===== config.mk =====
export PLATFORM = sky130hd
export DESIGN_NAME = channel_model_param_flat
export DESIGN_NICKNAME = d
export VERILOG_FILES = /design/src/rtl/channel_model_param_if.sv /design/src/rtl/channel_model_param.sv /design/src/flat_wrapper.sv
export SDC_FILE = /design/constraint.sdc
export NUM_CORES = 1
export LEC_CHECK = 0
export BUFFER_PORTS_ARGS = -buffer_cell sky130_fd_sc_hd__buf_4
export CORE_ASPECT_RATIO = 0.5
export CORE_MARGIN = 5
export CORE_UTILIZATION = 50
export DETAILED_ROUTE_END_ITERATION = 10
export HOLD_SLACK_MARGIN = 0.15
export PLACE_DENSITY = 0.72
export SETUP_SLACK_MARGIN = 0.5
export SYNTH_ARGS = -nofsm -noshare
export SYNTH_HDL_FRONTEND = slang
export SYNTH_SLANG_ARGS = --single-unit

===== constraint.sdc =====
create_clock -name clk -period 10.1 [get_ports clk]
set_input_delay 0.505 -clock clk [delete_from_list [all_inputs] [get_ports clk]]
set_output_delay 0.505 -clock clk [all_outputs]
set_load 0.02 [all_outputs]

===== src/rtl/channel_model_param_if.sv =====
// rtl/channel_model_param_if.sv - sample, configuration and status signals of the channel model
interface channel_model_param_if #(
  parameter int WIDTH = 18,
  parameter int DLY_W = 4,
  parameter int CNT_W = 16
);
  logic                    sam_clk_ena;
  logic                    sym_clk_ena;
  logic                    awgn_en;
  logic                    echo_en;
  logic [1:0]              gain_set;
  logic signed [WIDTH-1:0] echo_gain;
  logic [DLY_W-1:0]        echo_delay;
  logic signed [WIDTH-1:0] noise_in;
  logic signed [WIDTH-1:0] sig_in;
  logic                    sat_clr;
  logic signed [WIDTH-1:0] sig_out;
  logic                    sig_valid;
  logic [CNT_W-1:0]        sat_count;

  modport master (
    output sam_clk_ena, sym_clk_ena, awgn_en, echo_en, gain_set, echo_gain,
           echo_delay, noise_in, sig_in, sat_clr,
    input  sig_out, sig_valid, sat_count
  );

  modport slave (
    input  sam_clk_ena, sym_clk_ena, awgn_en, echo_en, gain_set, echo_gain,
           echo_delay, noise_in, sig_in, sat_clr,
    output sig_out, sig_valid, sat_count
  );
endinterface


===== src/rtl/channel_model_param.sv =====
// rtl/channel_model_param.sv - baseband channel: gain, single echo tap, additive noise; CHAN_SAT_EN selects clamping
module channel_model_param #(
  parameter int WIDTH      = 18,
  parameter int GAIN_FRAC  = 9,
  parameter int ECHO_DEPTH = 16,
  parameter int DLY_W      = 4,
  parameter int CNT_W      = 16
) (
  input logic clk,
  input logic reset_n,
  channel_model_param_if.slave bus
);
  localparam int PW = 2 * WIDTH;
  localparam int SW = WIDTH + 4;

  logic [1:0]              gain_sh;
  logic signed [WIDTH-1:0] echo_gain_sh;
  logic [DLY_W-1:0]        delay_sh;

  logic signed [WIDTH-1:0] dline [ECHO_DEPTH];
  logic [DLY_W-1:0]        wr_ptr;
  logic [DLY_W-1:0]        rd_ptr;
  logic signed [WIDTH-1:0] echo_x;
  logic signed [WIDTH-1:0] noise_c;

  logic signed [PW-1:0]    sig_ext;
  logic signed [PW-1:0]    echo_ext;
  logic signed [PW-1:0]    egain_ext;
  logic signed [PW-1:0]    p_main_c;
  logic signed [PW-1:0]    p_echo_c;

  logic signed [PW-1:0]    p_main_q;
  logic signed [PW-1:0]    p_echo_q;
  logic signed [WIDTH-1:0] noise_q;
  logic                    s1_vld;

  logic signed [PW-1:0]    main_shr;
  logic signed [PW-1:0]    echo_shr;
  logic signed [SW-1:0]    sum;
  logic                    ovf;
  logic signed [WIDTH-1:0] out_c;

  // Shadow registers feed the datapath, so a coincident sample still sees the old setting.
  always_ff @(posedge clk or negedge reset_n) begin
    if (!reset_n) begin
      gain_sh      <= '0;
      echo_gain_sh <= '0;
      delay_sh     <= '0;
    end else if (bus.sym_clk_ena) begin
      gain_sh      <= bus.gain_set;
      echo_gain_sh <= bus.echo_gain;
      delay_sh     <= bus.echo_delay;
    end
  end

  // rd_ptr wraps modulo ECHO_DEPTH through the DLY_W-bit subtraction.
  always_comb begin
    rd_ptr    = wr_ptr - delay_sh;
    echo_x    = (bus.echo_en && (delay_sh != '0)) ? dline[rd_ptr] : '0;
    noise_c   = bus.awgn_en ? bus.noise_in : '0;
    sig_ext   = {{WIDTH{bus.sig_in[WIDTH-1]}}, bus.sig_in};
    echo_ext  = {{WIDTH{echo_x[WIDTH-1]}}, echo_x};
    egain_ext = {{WIDTH{echo_gain_sh[WIDTH-1]}}, echo_gain_sh};
    p_main_c  = sig_ext <<< (GAIN_FRAC + int'(gain_sh));
    p_echo_c  = echo_ext * egain_ext;
  end

  always_ff @(posedge clk or negedge reset_n) begin
    if (!reset_n) begin
      for (int i = 0; i < ECHO_DEPTH; i++) dline[i] <= '0;
      wr_ptr   <= '0;
      p_main_q <= '0;
      p_echo_q <= '0;
      noise_q  <= '0;
      s1_vld   <= 1'b0;
    end else if (bus.sam_clk_ena) begin
      dline[wr_ptr] <= bus.sig_in;
      wr_ptr        <= wr_ptr + 1'b1;
      p_main_q      <= p_main_c;
      p_echo_q      <= p_echo_c;
      noise_q       <= noise_c;
      s1_vld        <= 1'b1;
    end
  end

  // Arithmetic shifts floor toward minus infinity; the sum carries 4 guard bits.
  always_comb begin
    main_shr = p_main_q >>> GAIN_FRAC;
    echo_shr = p_echo_q >>> GAIN_FRAC;
    sum      = main_shr[SW-1:0] + echo_shr[SW-1:0]
             + {{(SW-WIDTH){noise_q[WIDTH-1]}}, noise_q};
    ovf      = !((&sum[SW-1:WIDTH-1]) || !(|sum[SW-1:WIDTH-1]));
`ifdef CHAN_SAT_EN
    if (ovf) out_c = sum[SW-1] ? {1'b1, {(WIDTH-1){1'b0}}} : {1'b0, {(WIDTH-1){1'b1}}};
    else     out_c = sum[WIDTH-1:0];
`else
    out_c = sum[WIDTH-1:0];
`endif
  end

  always_ff @(posedge clk or negedge reset_n) begin
    if (!reset_n) begin
      bus.sig_out   <= '0;
      bus.sig_valid <= 1'b0;
    end else begin
      bus.sig_valid <= bus.sam_clk_ena && s1_vld;
      if (bus.sam_clk_ena) bus.sig_out <= out_c;
    end
  end

`ifdef CHAN_SAT_EN
  logic [CNT_W-1:0] sat_cnt_q;

  always_ff @(posedge clk or negedge reset_n) begin
    if (!reset_n) begin
      sat_cnt_q <= '0;
    end else if (bus.sat_clr) begin
      sat_cnt_q <= '0;
    end else if (bus.sam_clk_ena && s1_vld && ovf && !(&sat_cnt_q)) begin
      sat_cnt_q <= sat_cnt_q + 1'b1;
    end
  end

  assign bus.sat_count = sat_cnt_q;
`else
  logic unused_sat;
  assign unused_sat    = bus.sat_clr ^ ovf;
  assign bus.sat_count = '0;
`endif
endmodule


===== src/flat_wrapper.sv =====
// flat-port wrapper written by rule: the top's interface ports become plain ports
module channel_model_param_flat 
#(
  parameter int WIDTH      = 18,
  parameter int GAIN_FRAC  = 9,
  parameter int ECHO_DEPTH = 16,
  parameter int DLY_W      = 4,
  parameter int CNT_W      = 16
)
  (clk, reset_n, bus_sam_clk_ena, bus_sym_clk_ena, bus_awgn_en, bus_echo_en, bus_gain_set, bus_echo_gain, bus_echo_delay, bus_noise_in, bus_sig_in, bus_sat_clr, bus_sig_out, bus_sig_valid, bus_sat_count);
  channel_model_param_if #(.WIDTH(WIDTH), .DLY_W(DLY_W), .CNT_W(CNT_W)) bus_i ();
  input logic clk;
  input logic reset_n;
  input wire logic [$bits(bus_i.sam_clk_ena)-1:0] bus_sam_clk_ena;
  input wire logic [$bits(bus_i.sym_clk_ena)-1:0] bus_sym_clk_ena;
  input wire logic [$bits(bus_i.awgn_en)-1:0] bus_awgn_en;
  input wire logic [$bits(bus_i.echo_en)-1:0] bus_echo_en;
  input wire logic [$bits(bus_i.gain_set)-1:0] bus_gain_set;
  input wire logic [$bits(bus_i.echo_gain)-1:0] bus_echo_gain;
  input wire logic [$bits(bus_i.echo_delay)-1:0] bus_echo_delay;
  input wire logic [$bits(bus_i.noise_in)-1:0] bus_noise_in;
  input wire logic [$bits(bus_i.sig_in)-1:0] bus_sig_in;
  input wire logic [$bits(bus_i.sat_clr)-1:0] bus_sat_clr;
  output wire logic [$bits(bus_i.sig_out)-1:0] bus_sig_out;
  output wire logic [$bits(bus_i.sig_valid)-1:0] bus_sig_valid;
  output wire logic [$bits(bus_i.sat_count)-1:0] bus_sat_count;
  assign bus_i.sam_clk_ena = bus_sam_clk_ena;
  assign bus_i.sym_clk_ena = bus_sym_clk_ena;
  assign bus_i.awgn_en = bus_awgn_en;
  assign bus_i.echo_en = bus_echo_en;
  assign bus_i.gain_set = bus_gain_set;
  assign bus_i.echo_gain = bus_echo_gain;
  assign bus_i.echo_delay = bus_echo_delay;
  assign bus_i.noise_in = bus_noise_in;
  assign bus_i.sig_in = bus_sig_in;
  assign bus_i.sat_clr = bus_sat_clr;
  assign bus_sig_out = bus_i.sig_out;
  assign bus_sig_valid = bus_i.sig_valid;
  assign bus_sat_count = bus_i.sat_count;
  channel_model_param #(.WIDTH(WIDTH), .GAIN_FRAC(GAIN_FRAC), .ECHO_DEPTH(ECHO_DEPTH), .DLY_W(DLY_W), .CNT_W(CNT_W)) u_core (.clk(clk), .reset_n(reset_n), .bus(bus_i));
endmodule

## Yosys cells after proc, flatten, opt, wreduce, memory -nomap -nowiden

Index checks and enable logic that the tools add are counted.

- Register bits: 408
- Input port bits: 67
- Output and inout bits: 35
- Word-level logic and storage cells: 50

- Add/sub/neg operators: 5
- $mul: 1
- $lt $le $gt $ge: 3
- Shifts and indexed selects: 1
- Muxes and demuxes: 8
- Bitwise logic cells: 2
- Reductions and logical operators: 4

Operator list:

| kind | number |
|---|---|
| $bwmux 288 | 1 |
| $mux 18 | 5 |
| $bmux 18 s4 | 1 |
| $demux 18 s4 | 1 |
| $add 18x18->18 | 2 |
| $mul 18x18->27 | 1 |
| $sshl 18x5->27 | 1 |
| $ge 5x5->1 const B | 2 |
| $not 4->5 | 2 |
| $add 4x2->5 const A | 1 |
| $lt 5x1->1 const B | 1 |
| $add 4x1->4 const B | 1 |
| $reduce_bool 4->1 | 1 |
| $sub 4x4->4 | 1 |
| $logic_and 1x1->1 | 3 |

## Logic depth before layout (Yosys ltp)

Gate-level depths: netlist of run 1.

- Depth in word-level cells: 7
- Mapped depth: 37
- Mapped depth without buffers: 32

## Worst setup path after synthesis of run 1

OpenSTA, ideal clock, no wires.

- Path kind: register to register
- Start: reg u_core.wr_ptr[0]
- End: reg u_core.p_echo_q[26]
- Library setup time: 125 ps
- Arrival time: 8719 ps
- Required time: 9975 ps
- Setup slack: 1256 ps
- Stages on the path, launching flop included: 38
- Path buffers: 7
- Period minus slack after synthesis: 8844 ps
- Path through: dfrtp_1 > inv_1 > ha_1 > inv_1 > fa_1 > buf_4 > buf_6 > buf_6 > buf_4 > buf_2 > clkbuf_1 > mux4_2 > mux2i_1 > a211oi_1 > buf_2 > nand2_1 > fa_1 > inv_1 > [... 2 more ...] > fa_1 > inv_1 > fa_1 > inv_1 > fa_1 > fa_1 > inv_1 > ha_1 > and4_1 > nand2_1 > o21bai_1 > a21o_1 > a221oi_1 > o21ai_0 > a211o_1 > a21oi_2 > xnor3_1 > mux2_4

- Cells in the longest elaborated chain, start to end: 7

Ends and longest elaborated chain:

| element | RTL line | RTL |
|---|---|---|
| from (decl) | channel_model_param.sv:21 | `logic [DLY_W-1:0] wr_ptr;` |
| from (signal assigned) | channel_model_param.sv:78 | `wr_ptr <= wr_ptr + 1'b1;` |
| $sub 4x4->4 | channel_model_param.sv:58 | `rd_ptr = wr_ptr - delay_sh;` |
| $not 4->5 (not written as such) | channel_model_param.sv:59 | `echo_x = (bus.echo_en && (delay_sh != '0)) ? dline[rd_ptr] : '0;` |
| $bmux 18 s4 | channel_model_param.sv:59 |  |
| $mux 18 (not written as such) (2 in series) | channel_model_param.sv:59 |  |
| $mux 18 | channel_model_param.sv:59 |  |
| $mul 18x18->27 | channel_model_param.sv:65 | `p_echo_c = echo_ext * egain_ext;` |
| to (signal assigned) | channel_model_param.sv:80 | `p_echo_q <= p_echo_c;` |
| to (decl) | channel_model_param.sv:33 | `logic signed [PW-1:0] p_echo_q;` |

Every way passes these cells. The select of a mux whose other input is x is not followed.
A chain may end at the register's enable or synchronous reset.

## Final worst setup path of run 1

Ends and elaborated chain as after synthesis.

==> impl_results.html, run 1 <==
<table>
<tr><th>Metric</th><th>Value</th></tr>
<tr><th colspan="2">Clock tree</th></tr>
<tr><td>Clock tree from TritonCTS</td><td>done</td></tr>
<tr><td>Clock latency on the worst-skew pair</td><td>roughly 0.56 ns</td></tr>
<tr><td>Clock sink total</td><td>between 300 and 400</td></tr>
<tr><td>TritonCTS buffer count</td><td>39</td></tr>
<tr><td>Max Root-Sink Buffers</td><td>3</td></tr>
<tr><td>Clock slew seen by the registers of the worst setup and hold paths</td><td>approximately 0.06 ns</td></tr>
<tr><td>H-tree depth</td><td>2</td></tr>
<tr><td>Clock root buffer master</td><td>sky130_fd_sc_hd__clkbuf_16</td></tr>
<tr><th colspan="2">Timing</th></tr>
<tr><td>Period utilization</td><td>0.915</td></tr>
<tr><td>Final period demand of the worst path</td><td>between 9 and 10 ns</td></tr>
<tr><td>Aggregate negative setup slack</td><td>0 ns</td></tr>
<tr><td>Slew headroom</td><td>0.317</td></tr>
<tr><td>Highest achievable clock rate</td><td>about 0.11 GHz</td></tr>
<tr><td>Setup skew after layout</td><td>0.0132 ns</td></tr>
<tr><td>Final hold vios</td><td>0</td></tr>
<tr><td>Max-slew violation count</td><td>0</td></tr>
<tr><td>Transition time of the tightest slew-check pin</td><td>a little over 1 ns</td></tr>
<tr><td>RSZ-0062 raised after global routing</td><td>no</td></tr>
<tr><td>Finish-stage setup viols</td><td>0</td></tr>
<tr><th colspan="2">Critical path</th></tr>
<tr><td>Req. time, crit path</td><td>between 10 and 15 ns</td></tr>
<tr><td>Cell class contributing the biggest share of worst-path delay</td><td>adder cells</td></tr>
<tr><td>Slowest library cell on the worst path</td><td>sky130_fd_sc_hd__fa_4</td></tr>
<tr><td>Largest stage delay, worst path</td><td>0.98 ns</td></tr>
<tr><td>R2R setup slack</td><td>around 0.86 ns</td></tr>
<tr><td>Number of buffer and inverter stages on the critical path</td><td>9</td></tr>
<tr><td>Endpoint class of the critical path</td><td>register</td></tr>
<tr><td>Startpoint types</td><td>register</td></tr>
<tr><td>Data arrival time of the worst path</td><td>slightly below 10 ns</td></tr>
<tr><td>Type of the setup path with the least slack</td><td>reg2reg</td></tr>
<tr><td>Largest fanout on the critical path</td><td>24</td></tr>
<tr><th colspan="2">Yosys</th></tr>
<tr><td>Syn Area/Cell</td><td>approximately 12 um^2</td></tr>
<tr><td>Synth Area in Simple Gates</td><td>0.0806</td></tr>
<tr><td>Compound-gate portion of the synthesized area</td><td>0.0462</td></tr>
<tr><td>Synth area leaders</td><td>sky130_fd_sc_hd__dfrtp_1, sky130_fd_sc_hd__fa_1, sky130_fd_sc_hd__mux2_2, sky130_fd_sc_hd__mux4_2, sky130_fd_sc_hd__ha_1</td></tr>
<tr><td>Post-Synth XOR/XNOR Area</td><td>0.0194</td></tr>
<tr><td>Distinct cell type count after synthesis</td><td>65</td></tr>
<tr><td>Post-synthesis instance total</td><td>2362</td></tr>
<tr><td>Dominant combinational cell family by area after synthesis</td><td>adder cells</td></tr>
<tr><td>Post-synthesis sequential element count</td><td>390</td></tr>
<tr><td>Warning count from the yosys run</td><td>0</td></tr>
<tr><td>Synth async-reset ratio</td><td>1.00</td></tr>
<tr><td>Seq/Total Area, Yosys</td><td>0.348</td></tr>
<tr><td>Leading area contributor after synthesis</td><td>sky130_fd_sc_hd__dfrtp_1</td></tr>
<tr><td>Post-synth top area share</td><td>0.348</td></tr>
<tr><td>Count of flip-flops with a built-in enable after synthesis</td><td>0</td></tr>
<tr><td>Post-Synth Adder-Cell Area</td><td>0.231</td></tr>
<tr><td>Proportion of synthesized area in mux cells</td><td>0.205</td></tr>
<tr><td>Dominant synthesized flop cell</td><td>sky130_fd_sc_hd__dfrtp_1</td></tr>
<tr><td>Post-Synthesis Cell Area</td><td>0.0280 mm^2</td></tr>
<tr><th colspan="2">Routing</th></tr>
<tr><td>Detailed-route wire length per cell</td><td>20.8 um</td></tr>
<tr><td>Number of violations reported at the end of detailed-routing iteration 0</td><td>about 1200</td></tr>
<tr><td>WL final</td><td>about 67 mm</td></tr>
<tr><td>Detailed-router iteration count before antenna repair</td><td>5</td></tr>
<tr><td>Vias per std cell</td><td>~5.6</td></tr>
<tr><td>Final ANT Viol Nets</td><td>0</td></tr>
<tr><td>Via total after detailed routing</td><td>about 18000</td></tr>
<tr><td>Residual DRC</td><td>0</td></tr>
<tr><th colspan="2">Placement</th></tr>
<tr><td>IO Port Bufs</td><td>84</td></tr>
<tr><td>Last weighted congestion value of the routability-driven placer</td><td>about 0.86</td></tr>
<tr><td>HPWL after detailed placement</td><td>between 40 and 50 mm</td></tr>
<tr><th colspan="2">Flow run</th></tr>
<tr><td>Max_cap viols</td><td>0</td></tr>
<tr><th colspan="2">Die</th></tr>
<tr><td>Number of standard-cell rows in the floorplan</td><td>between 60 and 70</td></tr>
<tr><td>Die span in y</td><td>between 150 and 200 um</td></tr>
<tr><td>Die width</td><td>345 um</td></tr>
<tr><td>Core Region</td><td>about 0.055 mm^2</td></tr>
<tr><td>Initial Util</td><td>0.505</td></tr>
<tr><td>Count of boundary I/O pins</td><td>a little over 100</td></tr>
<tr><td>Die outline area</td><td>a little over 0.06 mm^2</td></tr>
<tr><th colspan="2">Global route</th></tr>
<tr><td>Via count of the first global-routing pass</td><td>a little under 20000</td></tr>
<tr><td>Global routing usage on met3</td><td>0.0362</td></tr>
<tr><td>Initial antenna violation count</td><td>1</td></tr>
<tr><td>Maximum number of pins on one net before global-route repair</td><td>between 150 and 200</td></tr>
<tr><td>Total congestion overflow</td><td>0</td></tr>
<tr><td>Global-route wire length before repair</td><td>roughly 110 mm</td></tr>
<tr><td>Met2 Usage GRT</td><td>0.376</td></tr>
<tr><td>Met1 capacity usage during global routing</td><td>0.308</td></tr>
<tr><td>Overall Global Routing Usage</td><td>0.226</td></tr>
<tr><td>Gr busiest metal</td><td>met2</td></tr>
<tr><th colspan="2">Worst hold path</th></tr>
<tr><td>Path category of the worst min-delay check</td><td>in2reg</td></tr>
<tr><th colspan="2">Cells and area</th></tr>
<tr><td>Share of final-layout standard cells stronger than drive strength 1</td><td>0.268</td></tr>
<tr><td>Most frequent cells in the layout</td><td>sky130_fd_sc_hd__dfrtp_1, sky130_fd_sc_hd__mux2_2, sky130_fd_sc_hd__inv_1</td></tr>
<tr><td>Synth-to-Final Area Change</td><td>10.8%</td></tr>
<tr><td>Filler cell count</td><td>4587</td></tr>
<tr><td>Area used by multi-input combinational logic</td><td>roughly 0.017 mm^2</td></tr>
<tr><td>Combined flip-flop and latch cell area</td><td>0.00976 mm^2</td></tr>
<tr><td>Most common cell after layout, fill and taps aside</td><td>sky130_fd_sc_hd__dfrtp_1</td></tr>
<tr><td>Number of nets in the final layout</td><td>2845</td></tr>
<tr><th colspan="2">Run status</th></tr>
<tr><td>Run status</td><td>complete, no violations</td></tr>
</table>
[synth_stat cells, drive strengths merged (2+ instances only)]
| library cell | instances |
|---|---|
| nand2b | 7 |
| buf | 57 |
| a211oi | 35 |
| nor2 | 35 |
| nor3b | 2 |
| mux2i | 30 |
| a2111oi | 2 |
| a31o | 2 |
| nand3 | 15 |
| nand2 | 207 |
| a21oi | 42 |
| and4 | 4 |
| nand4 | 6 |
| o21bai | 2 |
| or2 | 5 |
| o21ai | 25 |
| a21o | 13 |
| a22o | 19 |
| ha | 102 |
| o211ai | 5 |
| mux4 | 74 |
| mux2 | 335 |
| xnor3 | 2 |
| a31oi | 10 |
| xor2 | 14 |
| dfrtp | 390 |
| o2bb2ai | 2 |
| a311oi | 3 |
| nor2b | 7 |
| nor3 | 13 |
| and2 | 151 |
| inv | 316 |
| clkbuf | 97 |
| o31ai | 4 |
| xnor2 | 42 |
| and3 | 8 |
| fa | 260 |
| o21a | 5 |
| a21boi | 2 |
[layer usage]
metal	vias to the layer above	routed length, um
met5	-	0
met2	473	32200
li1	7871	-
met4	0	2070
met1	9382	28700
met3	131	3620
[cell type report]
class,instances,area share
sequential,390,0.314
multi-input combinational,1517,0.534
timing repair buffer,152,0.0386
inverter,316,0.0382
antenna,1,0.0000806
tap,756,0.0305
clock buffer,56,0.0364
clock inverter,15,0.00794
[worst reg2reg max path, delay by kind of cell, from the launching register on]
kind | cells | cell delay (ns)
fa+ha+maj | 9 | 4.42
compound gates | 9 | 1.73
buf+inv | 9 | 1.17
mux | 2 | 0.61
flops | 1 | 0.44
xor+xnor | 1 | 0.39
simple gates | 2 | 0.35
[through the flow]
step	hold slack [ns]	setup slack, ns	instance area, um^2	util	std cells
5_1_grt	0.155	0.496	31000	0.559	3203
4_1_cts	0.153	0.634	30900	0.557	3191
3_3_place_gp	0.441	0.752	29500	0.531	3112
2_1_floorplan	0.209	1.26	28100	-	2377
3_5_place_dp	0.443	0.693	29500	0.531	3112
6_report	0.172	0.862	31000	0.559	3203
[kinds of logic after synthesis]
kind of cell / Yosys count
AO/OA/AOI/OAI: 181
XOR/XNOR: 58
adder cells (fa/ha/maj): 362
buffers and inverters: 470
flip-flops: 390
multiplexers: 439
other: 1
AND/OR/NAND/NOR: 461
[final timing paths]
path,from,end,cells after the start
max,u_core.wr_ptr[0],u_core.p_echo_q[26],32
min,bus_noise_in[17],u_core.noise_q[17],2
max reg2reg,u_core.wr_ptr[0],u_core.p_echo_q[26],32
min reg2reg,u_core.s1_vld,u_core.s1_vld,1
max in group asynchronous,reset_n,u_core.p_main_q[16],4
min in group asynchronous,reset_n,u_core.dline[149],2
[flip-flops by register name, summed over array words and instances (netlist names)]
name / count
u_core.s1_vld: 1
u_core.noise_q: 18
u_core.bus.sig_out: 18
u_core.dline: 288
u_core.p_echo_q: 18
u_core.wr_ptr: 4
u_core.echo_gain_sh: 18
u_core.bus.sig_valid: 1
u_core.p_main_q: 18
u_core.delay_sh: 4
u_core.gain_sh: 2
[timing repair]
action / in CTS / in global routing
hold buffers: 8 / 0
endpoints found under the hold margin: 103 / 0
setup buffers: 0 / 11
gates resized for setup: 0 / 6
endpoints found under the setup margin: 0 / 1
Power of run 1 is left out: the tool's default activity adds up to more than one toggle a clock period on the data nets, which glitch-free logic cannot reach.
==> run 2: changes to the inputs <==
CTS_CLUSTER_DIAMETER = 50   (was default)
PLACE_DENSITY = 0.74   (was 0.72)
clock period = 7.6 ns   (was 10.1 ns; I/O delays follow)
==> impl_results.html, run 2 (same netlist as run 1, synthesis figures left out) <==
<table>
<tr><th>Metric</th><th>Value</th></tr>
<tr><th colspan="2">Run status</th></tr>
<tr><td>Violations in the final reports</td><td>negative setup slack</td></tr>
<tr><td>Run status</td><td>finished with violations (was complete, no violations)</td></tr>
<tr><th colspan="2">Placement</th></tr>
<tr><td>HPWL after detailed placement</td><td>49.2 mm (was 45.6 mm)</td></tr>
<tr><td>Dpl cells</td><td>3251 (was 3112)</td></tr>
<tr><td>Total placed instance area</td><td>0.0308 mm^2 (was 0.0295 mm^2)</td></tr>
<tr><td>Last weighted congestion value of the routability-driven placer</td><td>0.857 (was 0.863)</td></tr>
<tr><td>IO Port Bufs</td><td>84 (unchanged)</td></tr>
<tr><th colspan="2">Timing</th></tr>
<tr><td>Transition time of the tightest slew-check pin</td><td>1.04 ns (was 1.02 ns)</td></tr>
<tr><td>Post-route worst setup slack</td><td>-0.664 ns (was 0.862 ns)</td></tr>
<tr><td>Slew headroom</td><td>0.304 (was 0.317)</td></tr>
<tr><td>Highest achievable clock rate</td><td>0.121 GHz (was 0.108 GHz)</td></tr>
<tr><td>Hold WS</td><td>0.212 ns (was 0.172 ns)</td></tr>
<tr><td>Final period demand of the worst path</td><td>8.26 ns (was 9.24 ns)</td></tr>
<tr><td>Period utilization</td><td>1.09 (was 0.915)</td></tr>
<tr><td>Max-slew violation count</td><td>0 (unchanged)</td></tr>
<tr><td>Setup skew after layout</td><td>0.0466 ns (was 0.0132 ns)</td></tr>
<tr><td>Final hold vios</td><td>0 (unchanged)</td></tr>
<tr><td>Finish-stage setup viols</td><td>15 (was 0)</td></tr>
<tr><td>RSZ-0062 raised after global routing</td><td>yes (was no)</td></tr>
<tr><th colspan="2">Critical path</th></tr>
<tr><td>Data arrival time of the worst path</td><td>8.71 ns (was 9.67 ns)</td></tr>
<tr><td>Largest fanout on the critical path</td><td>7 (was 24)</td></tr>
<tr><td>Type of the setup path with the least slack</td><td>reg2reg (unchanged)</td></tr>
<tr><td>Startpoint types</td><td>register (unchanged)</td></tr>
<tr><td>Endpoint class of the critical path</td><td>register (unchanged)</td></tr>
<tr><td>R2R setup slack</td><td>-0.66 ns (was 0.86 ns)</td></tr>
<tr><td>Path depth of the worst reg2reg path</td><td>31 (was 32)</td></tr>
<tr><td>Largest stage delay, worst path</td><td>0.88 ns (was 0.98 ns)</td></tr>
<tr><td>Req. time, crit path</td><td>8.04 ns (was 10.53 ns)</td></tr>
<tr><td>Most prevalent standard cell on the critical path</td><td>sky130_fd_sc_hd__fa_1</td></tr>
<tr><td>Slowest library cell on the worst path</td><td>sky130_fd_sc_hd__fa_4 (unchanged)</td></tr>
<tr><th colspan="2">Die</th></tr>
<tr><td>Die width</td><td>345 um (unchanged)</td></tr>
<tr><td>Die span in y</td><td>177 um (unchanged)</td></tr>
<tr><td>Number of standard-cell rows in the floorplan</td><td>61 (unchanged)</td></tr>
<tr><td>Initial Util</td><td>0.505 (unchanged)</td></tr>
<tr><td>Die outline area</td><td>0.0611 mm^2 (unchanged)</td></tr>
<tr><td>Core Region</td><td>0.0555 mm^2 (unchanged)</td></tr>
<tr><td>Count of boundary I/O pins</td><td>102 (unchanged)</td></tr>
<tr><th colspan="2">Routing</th></tr>
<tr><td>Final ANT Viol Nets</td><td>0 (unchanged)</td></tr>
<tr><td>WL final</td><td>69.4 mm (was 66.6 mm)</td></tr>
<tr><td>Residual DRC</td><td>0 (unchanged)</td></tr>
<tr><td>Vias per std cell</td><td>5.53 (was 5.58)</td></tr>
<tr><td>Number of violations reported at the end of detailed-routing iteration 0</td><td>1182 (was 1238)</td></tr>
<tr><td>Detailed-route wire length per cell</td><td>20.3 um (was 20.8 um)</td></tr>
<tr><td>Via total after detailed routing</td><td>18850 (was 17857)</td></tr>
<tr><td>Detailed-router iteration count before antenna repair</td><td>5 (unchanged)</td></tr>
<tr><th colspan="2">Flow run</th></tr>
<tr><td>Max_cap viols</td><td>0 (unchanged)</td></tr>
<tr><th colspan="2">Cells and area</th></tr>
<tr><td>Post-route standard cell area excluding fillers</td><td>0.0336 mm^2 (was 0.0310 mm^2)</td></tr>
<tr><td>Synth-to-Final Area Change</td><td>19.8% (was 10.8%)</td></tr>
<tr><td>Flip-flop count of the largest register after layout</td><td>288 (unchanged)</td></tr>
<tr><td>Most frequent cells in the layout</td><td>sky130_fd_sc_hd__dfrtp_1, sky130_fd_sc_hd__mux2_2, sky130_fd_sc_hd__inv_1 (unchanged)</td></tr>
<tr><td>Share of final-layout standard cells stronger than drive strength 1</td><td>0.356 (was 0.268)</td></tr>
<tr><td>Fin cells</td><td>3409 (was 3203)</td></tr>
<tr><td>Filler cell count</td><td>4220 (was 4587)</td></tr>
<tr><td>Area used by multi-input combinational logic</td><td>0.0172 mm^2 (was 0.0166 mm^2)</td></tr>
<tr><td>Largest reg by FF count</td><td>u_core.dline (unchanged)</td></tr>
<tr><td>Most common cell after layout, fill and taps aside</td><td>sky130_fd_sc_hd__dfrtp_1 (unchanged)</td></tr>
<tr><td>Combined flip-flop and latch cell area</td><td>0.00976 mm^2 (unchanged)</td></tr>
<tr><td>Number of nets in the final layout</td><td>3050 (was 2845)</td></tr>
<tr><th colspan="2">Global route</th></tr>
<tr><td>Overall Global Routing Usage</td><td>0.232 (was 0.226)</td></tr>
<tr><td>Total congestion overflow</td><td>0 (unchanged)</td></tr>
<tr><td>Maximum number of pins on one net before global-route repair</td><td>135 (was 160)</td></tr>
<tr><td>Via count of the first global-routing pass</td><td>20508 (was 19411)</td></tr>
<tr><td>Initial antenna violation count</td><td>1 (unchanged)</td></tr>
<tr><td>Global-route wire length before repair</td><td>112 mm (was 107 mm)</td></tr>
<tr><th colspan="2">Clock tree</th></tr>
<tr><td>Clock root buffer master</td><td>sky130_fd_sc_hd__clkbuf_16 (unchanged)</td></tr>
<tr><td>Max Root-Sink Buffers</td><td>3 (unchanged)</td></tr>
<tr><td>Clock latency on the worst-skew pair</td><td>0.57 ns (was 0.56 ns)</td></tr>
<tr><td>Clock slew seen by the registers of the worst setup and hold paths</td><td>0.06 ns (about the same)</td></tr>
<tr><td>Clock sink total</td><td>390 (unchanged)</td></tr>
<tr><td>TritonCTS buffer count</td><td>40 (was 39)</td></tr>
<tr><td>Clock tree from TritonCTS</td><td>done (unchanged)</td></tr>
<tr><td>H-tree depth</td><td>2 (unchanged)</td></tr>
<tr><th colspan="2">Worst hold path</th></tr>
<tr><td>Path category of the worst min-delay check</td><td>in2reg (unchanged)</td></tr>
<tr><td>Cell depth of the worst min-delay path</td><td>2 (unchanged)</td></tr>
</table>
## run 2: worst paths after layout
check	start	end
setup / recovery	u_core.wr_ptr[0]	u_core.p_echo_q[23]
hold / removal	bus_sam_clk_ena	u_core.wr_ptr[0]
hold reg to reg	u_core.s1_vld	u_core.s1_vld
setup reg to reg	u_core.wr_ptr[0]	u_core.p_echo_q[23]
max in group asynchronous	reset_n	u_core.dline[274]
min in group asynchronous	reset_n	u_core.dline[39]
## run 2: critical path, delay by kind of cell, from the launching register on
family / cells / cell delay [ns]
XOR/XNOR: 1 / 0.08
AO/OA/AOI/OAI: 7 / 1.43
buffers and inverters: 8 / 0.82
flip-flops: 1 / 0.40
AND/OR/NAND/NOR: 4 / 0.60
multiplexers: 2 / 0.75
adder cells (fa/ha/maj): 9 / 4.03
## run 2: routing by layer
metal	wire (um)	GRT usage	up-vias
met2	34800	0.400	507
met3	3870	0.0388	144
met4	2130	0.0710	0
met1	28600	0.306	9907
li1	-	-	8292
met5	0	0	-
## run 2: timing repair
item                                    in CTS  in global routing
endpoints found under the setup margin      18                 18
hold buffers                                43                  0
setup buffers                               29                 10
pin swaps                                   62                 53
gates cloned                                 1                  1
hold endpoints to repair                   172                  0
resized for setup                          105                 34
## run 2: cell type report
type,instances,area share
well taps,756,0.0282
multi-input cells,1519,0.512
clock inverters,15,0.00768
flip-flops and latches,390,0.291
clock buffers,57,0.0350
inverters,316,0.0353
diodes,2,0.000149
repair buffers,354,0.0912
## run 2: per-stage QoR
step / setup TNS (ns) / util / setup WS, ns
2_1_floorplan: -0.665 / - / -0.301
3_3_place_gp: -8.74 / 0.555 / -0.809
3_5_place_dp: -10.71 / 0.555 / -0.928
4_1_cts: -4.60 / 0.601 / -0.606
5_1_grt: -9.96 / 0.605 / -0.923
6_report: -5.48 / 0.605 / -0.664
Power of run 2 is left out for the same reason.
